## config.mk

```make
export PLATFORM = sky130hd
export DESIGN_NAME = cory_unloop2d_flat
export DESIGN_NICKNAME = d
export VERILOG_FILES = /design/src/rtl/cory_unloop2d_pkg.sv /design/src/rtl/cory_unloop2d_if.sv /design/src/rtl/cory_unloop.sv /design/src/rtl/cory_unloop2d.sv /design/src/flat_wrapper.sv
export SDC_FILE = /design/constraint.sdc
export NUM_CORES = 1
export LEC_CHECK = 0
export ABC_AREA = 1
export CAP_MARGIN = 20
export CELL_PAD_IN_SITES_DETAIL_PLACEMENT = 0
export CELL_PAD_IN_SITES_GLOBAL_PLACEMENT = 2
export CORE_MARGIN = 2
export CORE_UTILIZATION = 27
export CTS_CLUSTER_DIAMETER = 50
export CTS_CLUSTER_SIZE = 24
export DETAILED_ROUTE_END_ITERATION = 16
export GPL_TIMING_DRIVEN = 0
export PLACE_DENSITY = 0.84
export SETUP_SLACK_MARGIN = 0.3
export SYNTH_ARGS = -nofsm -noshare
export SYNTH_HDL_FRONTEND = slang
export SYNTH_SLANG_ARGS = --single-unit
```

## constraint.sdc

```tcl
create_clock -name clk -period 2.1 [get_ports clk]
set_clock_uncertainty 0.2 [all_clocks]
set_input_delay 0.315 -clock clk [delete_from_list [all_inputs] [get_ports clk]]
set_output_delay 0.315 -clock clk [all_outputs]
set_load 0.02 [all_outputs]
```

## src/rtl/cory_unloop2d_pkg.sv

```systemverilog
// Shared definitions for the 2-D raster unloop block: frame-control state encoding.
package cory_unloop2d_pkg;

  typedef enum logic {
    S_FIRST = 1'b0,
    S_REST  = 1'b1
  } state_t;

endpackage

```

## src/rtl/cory_unloop2d_if.sv

```systemverilog
// Raster beat streams (in/out) plus the frame descriptor channel of cory_unloop2d.
interface cory_unloop2d_if #(
  parameter int N = 8,
  parameter int W = 8,
  parameter int H = 8
);
  logic         i_a_v;
  logic [N-1:0] i_a_d;
  logic         i_a_last_x;
  logic         i_a_last_y;
  logic         o_a_r;
  logic         o_z_v;
  logic [N-1:0] o_z_d;
  logic [W-1:0] o_z_cnt_x;
  logic [H-1:0] o_z_cnt_y;
  logic         o_z_last_x;
  logic         o_z_last_y;
  logic         i_z_r;
  logic         o_cmd_v;
  logic [W-1:0] o_cmd_width;
  logic [H-1:0] o_cmd_height;
  logic         o_cmd_err;
  logic         i_cmd_r;

  modport slave (
    input  i_a_v, i_a_d, i_a_last_x, i_a_last_y, i_z_r, i_cmd_r,
    output o_a_r, o_z_v, o_z_d, o_z_cnt_x, o_z_cnt_y, o_z_last_x, o_z_last_y,
    output o_cmd_v, o_cmd_width, o_cmd_height, o_cmd_err
  );

  modport master (
    output i_a_v, i_a_d, i_a_last_x, i_a_last_y, i_z_r, i_cmd_r,
    input  o_a_r, o_z_v, o_z_d, o_z_cnt_x, o_z_cnt_y, o_z_last_x, o_z_last_y,
    input  o_cmd_v, o_cmd_width, o_cmd_height, o_cmd_err
  );
endinterface

```

## src/rtl/cory_unloop.sv

```systemverilog
// 1-D beat counter: index within the current run, saturating run length, and full flag.
module cory_unloop #(
  parameter int W = 8
) (
  input  logic         clk,
  input  logic         reset,
  input  logic         beat,
  input  logic         last,
  output logic [W-1:0] cnt,
  output logic [W-1:0] len,
  output logic         full
);

  // full marks both a held (overflowed) index and an unrepresentable length
  assign full = (cnt == '1);
  assign len  = full ? cnt : cnt + 1'b1;

  always_ff @(posedge clk or posedge reset) begin
    if (reset) begin
      cnt <= '0;
    end else if (beat) begin
      if (last)       cnt <= '0;
      else if (!full) cnt <= cnt + 1'b1;
    end
  end

endmodule

```

## src/rtl/cory_unloop2d.sv

```systemverilog
// Raster-to-descriptor unloop: passes beats through with row/beat indices and emits
// one (width, height, err) descriptor per frame, checking that all rows match row 0.
module cory_unloop2d
  import cory_unloop2d_pkg::*;
#(
  parameter int N = 8,
  parameter int W = 8,
  parameter int H = 8
) (
  input  logic          clk,
  input  logic          reset,
  cory_unloop2d_if.slave bus
);

  logic [N-1:0] data;
  logic         last_x, stall, acc, row_acc, frame_acc, err_beat;
  logic [W-1:0] x_cnt, x_len, width_r, frame_w;
  logic [H-1:0] y_cnt, y_len;
  logic         x_full, y_full;
  state_t       state, state_nx;
  logic         cmd_v, cmd_err, err_acc;
  logic [W-1:0] cmd_width;
  logic [H-1:0] cmd_height;

  // Only a frame-ending beat waits for the previous descriptor to drain
  assign last_x    = bus.i_a_last_x | bus.i_a_last_y;
  assign stall     = bus.i_a_last_y & cmd_v & ~bus.i_cmd_r;
  assign acc       = bus.i_a_v & bus.i_z_r & ~stall;
  assign row_acc   = acc & last_x;
  assign frame_acc = acc & bus.i_a_last_y;

  assign data           = bus.i_a_d;
  assign bus.o_z_d      = data;
  assign bus.o_z_v      = bus.i_a_v & ~stall;
  assign bus.o_a_r      = bus.i_z_r & ~stall;
  assign bus.o_z_last_x = last_x;
  assign bus.o_z_last_y = bus.i_a_last_y;
  assign bus.o_z_cnt_x  = x_cnt;
  assign bus.o_z_cnt_y  = y_cnt;

  cory_unloop #(.W(W)) u_x (
    .clk(clk), .reset(reset), .beat(acc), .last(last_x),
    .cnt(x_cnt), .len(x_len), .full(x_full)
  );

  cory_unloop #(.W(H)) u_y (
    .clk(clk), .reset(reset), .beat(row_acc), .last(bus.i_a_last_y),
    .cnt(y_cnt), .len(y_len), .full(y_full)
  );

  // x_full covers both a held index and a saturated row length; y_full likewise for rows
  assign err_beat = (acc & x_full) | (row_acc & y_full) |
                    (row_acc & (state == S_REST) & (x_len != width_r));
  assign frame_w  = (state == S_FIRST) ? x_len : width_r;

  always_comb begin
    state_nx = state;
    if (row_acc) state_nx = bus.i_a_last_y ? S_FIRST : S_REST;
  end

  always_ff @(posedge clk) begin
    if (row_acc && state == S_FIRST) width_r <= x_len;
  end

  always_ff @(posedge clk or posedge reset) begin
    if (reset) begin
      state      <= S_FIRST;
      cmd_v      <= 1'b0;
      cmd_width  <= '0;
      cmd_height <= '0;
      cmd_err    <= 1'b0;
      err_acc    <= 1'b0;
    end else begin
      state <= state_nx;
      if (frame_acc) begin
        cmd_v      <= 1'b1;
        cmd_width  <= frame_w;
        cmd_height <= y_len;
        cmd_err    <= err_acc | err_beat;
        err_acc    <= 1'b0;
      end else begin
        if (bus.i_cmd_r) cmd_v <= 1'b0;
        if (err_beat)    err_acc <= 1'b1;
      end
    end
  end

  assign bus.o_cmd_v      = cmd_v;
  assign bus.o_cmd_width  = cmd_width;
  assign bus.o_cmd_height = cmd_height;
  assign bus.o_cmd_err    = cmd_err;

endmodule
```

## src/flat_wrapper.sv

```systemverilog
// flat-port wrapper written by rule: the top's interface ports become plain ports
module cory_unloop2d_flat import cory_unloop2d_pkg::*;
#(
  parameter int N = 8,
  parameter int W = 8,
  parameter int H = 8
)
  (clk, reset, bus_i_a_v, bus_i_a_d, bus_i_a_last_x, bus_i_a_last_y, bus_i_z_r, bus_i_cmd_r, bus_o_a_r, bus_o_z_v, bus_o_z_d, bus_o_z_cnt_x, bus_o_z_cnt_y, bus_o_z_last_x, bus_o_z_last_y, bus_o_cmd_v, bus_o_cmd_width, bus_o_cmd_height, bus_o_cmd_err);
  cory_unloop2d_if #(.N(N), .W(W), .H(H)) bus_i ();
  input  logic clk;
  input  logic reset;
  input wire logic [$bits(bus_i.i_a_v)-1:0] bus_i_a_v;
  input wire logic [$bits(bus_i.i_a_d)-1:0] bus_i_a_d;
  input wire logic [$bits(bus_i.i_a_last_x)-1:0] bus_i_a_last_x;
  input wire logic [$bits(bus_i.i_a_last_y)-1:0] bus_i_a_last_y;
  input wire logic [$bits(bus_i.i_z_r)-1:0] bus_i_z_r;
  input wire logic [$bits(bus_i.i_cmd_r)-1:0] bus_i_cmd_r;
  output wire logic [$bits(bus_i.o_a_r)-1:0] bus_o_a_r;
  output wire logic [$bits(bus_i.o_z_v)-1:0] bus_o_z_v;
  output wire logic [$bits(bus_i.o_z_d)-1:0] bus_o_z_d;
  output wire logic [$bits(bus_i.o_z_cnt_x)-1:0] bus_o_z_cnt_x;
  output wire logic [$bits(bus_i.o_z_cnt_y)-1:0] bus_o_z_cnt_y;
  output wire logic [$bits(bus_i.o_z_last_x)-1:0] bus_o_z_last_x;
  output wire logic [$bits(bus_i.o_z_last_y)-1:0] bus_o_z_last_y;
  output wire logic [$bits(bus_i.o_cmd_v)-1:0] bus_o_cmd_v;
  output wire logic [$bits(bus_i.o_cmd_width)-1:0] bus_o_cmd_width;
  output wire logic [$bits(bus_i.o_cmd_height)-1:0] bus_o_cmd_height;
  output wire logic [$bits(bus_i.o_cmd_err)-1:0] bus_o_cmd_err;
  assign bus_i.i_a_v = bus_i_a_v;
  assign bus_i.i_a_d = bus_i_a_d;
  assign bus_i.i_a_last_x = bus_i_a_last_x;
  assign bus_i.i_a_last_y = bus_i_a_last_y;
  assign bus_i.i_z_r = bus_i_z_r;
  assign bus_i.i_cmd_r = bus_i_cmd_r;
  assign bus_o_a_r = bus_i.o_a_r;
  assign bus_o_z_v = bus_i.o_z_v;
  assign bus_o_z_d = bus_i.o_z_d;
  assign bus_o_z_cnt_x = bus_i.o_z_cnt_x;
  assign bus_o_z_cnt_y = bus_i.o_z_cnt_y;
  assign bus_o_z_last_x = bus_i.o_z_last_x;
  assign bus_o_z_last_y = bus_i.o_z_last_y;
  assign bus_o_cmd_v = bus_i.o_cmd_v;
  assign bus_o_cmd_width = bus_i.o_cmd_width;
  assign bus_o_cmd_height = bus_i.o_cmd_height;
  assign bus_o_cmd_err = bus_i.o_cmd_err;
  cory_unloop2d #(.N(N), .W(W), .H(H)) u_core (.clk(clk), .reset(reset), .bus(bus_i));
endmodule
```

* After elaboration in Yosys (flattened, before gate mapping) *
Index checks and enable logic that the tools add are counted.

word-level totals
  bits in registers = 44
  bits of input ports = 15
  output and inout port bits = 46
  logic and storage cells = 46

operators by class
  add/subtract/negate cells = 2
  eq/ne operators = 3
  muxes and demuxes = 10
  bitwise gates (word level) = 19
  reduce and logical (&&, ||, !) cells = 3

operators by type and width
  kind                 count
  $mux 8               5
  $add 8x1->8 const B  2
  $eq 8x8->1 const B   2
  $and 1x1->1          12
  $ne 8x8->1           1
  $mux 1               5
  $or 1x1->1           4
  $reduce_bool 2->1    2
  $not 1->1            3
  $logic_and 1x1->1    1

* Logic depth before layout (Yosys ltp) *
Gate-level depths: netlist (run 1).

  depth in word-level cells = 10
  mapped depth = 15
  depth with buffers taken out = 15

* Modules after synthesis *
A second synthesis (run 1) with hierarchy kept.

unflattened totals
  cell total of the unflattened synthesis = 323
  area, all modules = 2478.6 sq um

by module, submodules not included
  module         times used  cells an instance  area each (sq um)  seq. area each (sq um)
  cory_unloop2d  1           165                1377.6             740.7
  cory_unloop    2           79                 550.5              200.2

* Worst setup path before layout (run 1) *
OpenSTA, ideal clock, no wires.

  path type = reg2reg
  from = reg u_core.u_x.cnt[1]
  to = reg u_core.cmd_err, in the netlist u_core.bus.o_cmd_err
  library setup time = 0.117 ns
  arrival time = 1.749 ns
  data required time = 1.783 ns
  path slack = 0.034 ns
  stages on the path, launching flop included = 16
  buffers on the path = 1
  period minus slack after synthesis = 2.066 ns
  cells stage by stage = dfrtp_1 > ha_1 > inv_1 > nor2_4 > nand2_4 > buf_6 > nand2_2 > nand3_1 > nand2_1 > nand2_1 > nor2_1 > nand2_1 > nand2_1 > nand2_1 > nand2_1 > nand2_1

between the ends
  longest elaborated chain between the ends = 6
  elaborated cells between the ends (all ways) = 9
  classes of those cells = add/sub (1); eq/ne (2); mux (1); bitwise (5)

ends and longest elaborated chain
  item                                       RTL line                              text
  start, declared                            cory_unloop.sv:9                      output logic [W-1:0] cnt,
  start signal, assigned                     cory_unloop.sv:23                     else if (!full) cnt <= cnt + 1'b1;
  $add 8x1->8 or $eq 8x8->1 (tied branches)  cory_unloop.sv:16, cory_unloop.sv:15
  $mux 8                                     --
  $ne 8x8->1                                 cory_unloop2d.sv:53                   (row_acc & (state == S_REST) & (x_len != width_r));
  $and 1x1->1                                cory_unloop2d.sv:53
  $or 1x1->1 *                               cory_unloop2d.sv:52                   assign err_beat = (acc & x_full) | (row_acc & y_full) |
  $or 1x1->1 *                               cory_unloop2d.sv:79                   cmd_err <= err_acc | err_beat;
  end signal, assigned                       cory_unloop2d.sv:79
  end, declared                              cory_unloop2d.sv:21                   logic cmd_v, cmd_err, err_acc;

Mark *: on every way between the ends. The rest lies on a longest branch, timed or not.
A chain may end at the register's enable or synchronous reset.

* Worst setup path in the final report (run 1) *
Ends and elaborated chain as after synthesis.

==> results.md, run 1 <==
* GRT Residual Overflow at 0
* Post-cts hold buffer count at 0
* Via density at 4.60
* Residual DRC count at 0
* Drt initial violations at 73
* Syn Nets at 310
* Die span in x at just under 100 um
* Outcome: complete, no violations
* WL/cell at around 14 um
* Core Region at between 8000 and 9000 sq um
* Starting density of the core at 28.2%
* Tot GR Track Use at around 14%
* I/O pin total at between 60 and 70
* CTS Buffer Depth at 2
* Final core utilization at 44.2%
* Place WS at -0.663 ns
* Mapped Avg Cell Area at between 7 and 8 sq um
* DR pass1 iterations at 4
* CTS sink cnt at 44
* Synthesized area at ~2300 sq um
* Internal power at 1650 uW
* WP data arrival at 1.96 ns
* Logic pwr share at 29.8%
* FMAX at about 510 MHz
* Routed WL at slightly below 7 mm
* CTS tree: done
* Final setup viols at 0
* Worst Hold Class: in -> reg
* IO buf count at 52
* Switching power at about 800 uW
* Root buf cell: clkbuf_8
* Fin. Hold Viols at 0
* H-Tree Depth at 2
* Sw Ratio at between 30 and 40%
* Clock slew at the register clock pins of the worst setup and hold paths at ~0.090 ns
* Worst-Margin Slew at just over 0.8 ns
* Final hold slack at just over 0.2 ns
* Synth unique cells at 28
* Final worst setup slack at ~0.15 ns
* Fill count at 878
* Placer Congestion at 0.758
* Crit start category: register
* Max Cap Violations at 0
* Die area at roughly 9400 sq um
* Setup crit start: u_core.u_x.cnt[1]
* Reg power frac at between 40% and 50%
* Worst-path fanout max at 8
* Setup Crit Path Kind: reg -> reg
* Post-DP HPWL at between 4 and 5 mm
* Num rows at 33
* Clk network pwr share at a little over a quarter
* Slew Limit Fails at 0
* Min Tclk post-route at 1.95 ns
* Number of buffers created by CTS at 5
* Die Ht at about 97 um
* P_leak at between 0.0015 and 0.002 uW
* Share of the clock period used by the worst path after layout at ~93%
* Layout area overhead at 57.1%
* PwrDens at between 600 and 700 nW/um^2
* Commonest non-fill, non-tap cell in the layout: nand2_1
* Register bit total from synthesis at 44
* Largest net degree at the start of global routing at 37
* Min-delay src: bus_i_cmd_r
* Routed via count at about 2300
* Antenna cells at 0
* Clock insertion delay at the later pin of the skew report at roughly 0.3 ns
* Warnings, synthesis at 0
* RSZ-0062 raised after global routing: yes
* Cell count after synthesis at ~290
* Global-route wire length before repair at 11.0 mm
* Most frequent cells in the layout: nand2_1, buf_4, inv_1, dfrtp_1, o21ai_0
* Nets@finish at ~400
* Routed Antenna Nets at 0
* Final Power at roughly 2500 uW
* Slew margin rel. at 45.6%
* VDD IR max at between 300 and 400 uV
* Post-synthesis sequential area ratio at 48.8%
* Share of layout cells above drive strength 1 at 33.1%
* Reg-to-Reg Start: u_core.u_x.cnt[1]
* Vias in the first global route at between 2000 and 2500
* Worst path required time at about 2.1 ns
* Critical path capture point type: register
* Antenna violations before repair at 0
* Fin Setup TNS at 0 ns
what timing repair did:
action / in CTS / in global routing
endpoints found under the hold margin: 0 / 0
setup buffers: 22 / 12
setup endpoints to repair: 70 / 55
resized for setup: 70 / 75
pin swaps: 16 / 24
power groups by stage:
stage / Clock (uW) / Sequential (uW) / Combinational [uW]
5_1_grt: 703 / 1060 / 794
3_3_place_gp: 0 / 1070 / 631
4_1_cts: 684 / 1060 / 668
3_5_place_dp: 0 / 1070 / 642
6_report: 671 / 1050 / 730
2_1_floorplan: 0 / 1170 / 234
cell families after synthesis:
logic type                 synth area share [%]
AOI/OAI and AO/OA                          11.5
xor gates and xnor gates                   1.87
adders and majority gates                  1.07
buffers and inverters                      10.5
DFF                                        48.8
and+or+nand+nor                            26.2
cell usage after synthesis:
library cell  instances  area [sq um]
inv_2                 2          7.51
xnor2_1               2          17.5
clkinv_1              1          3.75
nor3_1                2          10.0
o21ai_1               1          5.00
nor2_4                2          22.5
nand3_1              27           135
nor2_1               20          75.1
nand2_1              74           278
xor2_1                3          26.3
buf_6                 1          11.3
a21oi_1               5          25.0
buf_4                 9          67.6
nor3_4                1          16.3
o22ai_1               6          37.5
buf_2                 2          10.0
nand3_2               1          10.0
nor3_2                1          10.0
o21ai_0              40           200
nand2_2               3          18.8
nand2_4               1          11.3
edfxtp_1              8           240
inv_1                37           139
clkbuf_1              2          7.51
nand3b_1              1          7.51
dfrtp_1              36           901
ha_1                  2          25.0
nand4_1               3          18.8
metrics by stage:
| stage | instances | area (sq um) |
|---|---|---|
| floorplan | 293 | 2360 |
| global placement | 450 | 3010 |
| detailed placement | 450 | 3010 |
| CTS | 480 | 3390 |
| global route | 492 | 3670 |
| finish | 492 | 3670 |
worst max-delay path, cell delays in order, from the launching register on:
cell     delay (ns)
dfrtp_2        0.41
ha_4           0.16
inv_4          0.03
nor2_4         0.15
nand2_4        0.10
buf_8          0.16
nand2_2        0.07
nand3_2        0.06
nand2_2        0.07
nand2_1        0.06
nor2_2         0.10
nand2_1        0.08
nand2_2        0.06
nand2_1        0.05
nand2_1        0.06
nand2_1        0.04
sequential cells by signal, indices dropped and copies added, names as in the netlist:
register,count
u_core.width_r,8
u_core.bus.o_cmd_width,8
u_core.bus.o_cmd_v,1
u_core.err_acc,1
u_core.state,1
u_core.u_x.cnt,8
u_core.u_y.cnt,8
u_core.bus.o_cmd_height,8
u_core.bus.o_cmd_err,1
per-layer routing:
| layer | global-route usage (%) | share of wire [%] |
|---|---|---|
| met1 | 19.0 | 47 |
| met2 | 24.6 | 49 |
| met3 | 2.60 | 3.5 |
| met4 | 2.60 | 0.47 |
| met5 | 0 | 0 |
area by class of cell:
cell class	instances	area [sq um]	share of cell area, %
timing repair buffer	86	823	22.4
tap	105	131	3.58
inverter	40	164	4.46
buffer	14	106	2.90
clock inverter	2	35.0	0.954
multi-input combinational	195	1190	32.4
clock buffer	6	72.6	1.98
sequential	44	1150	31.3
final timing paths:
path / endpoint / slack [ns] / depth (start not counted)
max: u_core.bus.o_cmd_err / 0.15 / 15
min: u_core.bus.o_cmd_v / 0.21 / 2
max reg2reg: u_core.bus.o_cmd_err / 0.15 / 15
min reg2reg: u_core.bus.o_cmd_err / 0.28 / 2
max in group asynchronous: u_core.u_x.cnt[5] / 0.83 / 2
min in group asynchronous: u_core.bus.o_cmd_height[2] / 0.29 / 2
No activity file was read; power rests on OpenSTA's default activity.
==> run 2: changes to the inputs <==
- MAX_ROUTING_LAYER: not set -> met4
==> results of run 2 <==
Final layout, timing and power as in run 1 (identical DEF).
Main changes from that run: final weighted congestion in routability-driven placement 0.758 -> 0.767; overall routing resource usage 14.3% -> 14.7%; violation count after the first detailed-route iteration 73 -> 72
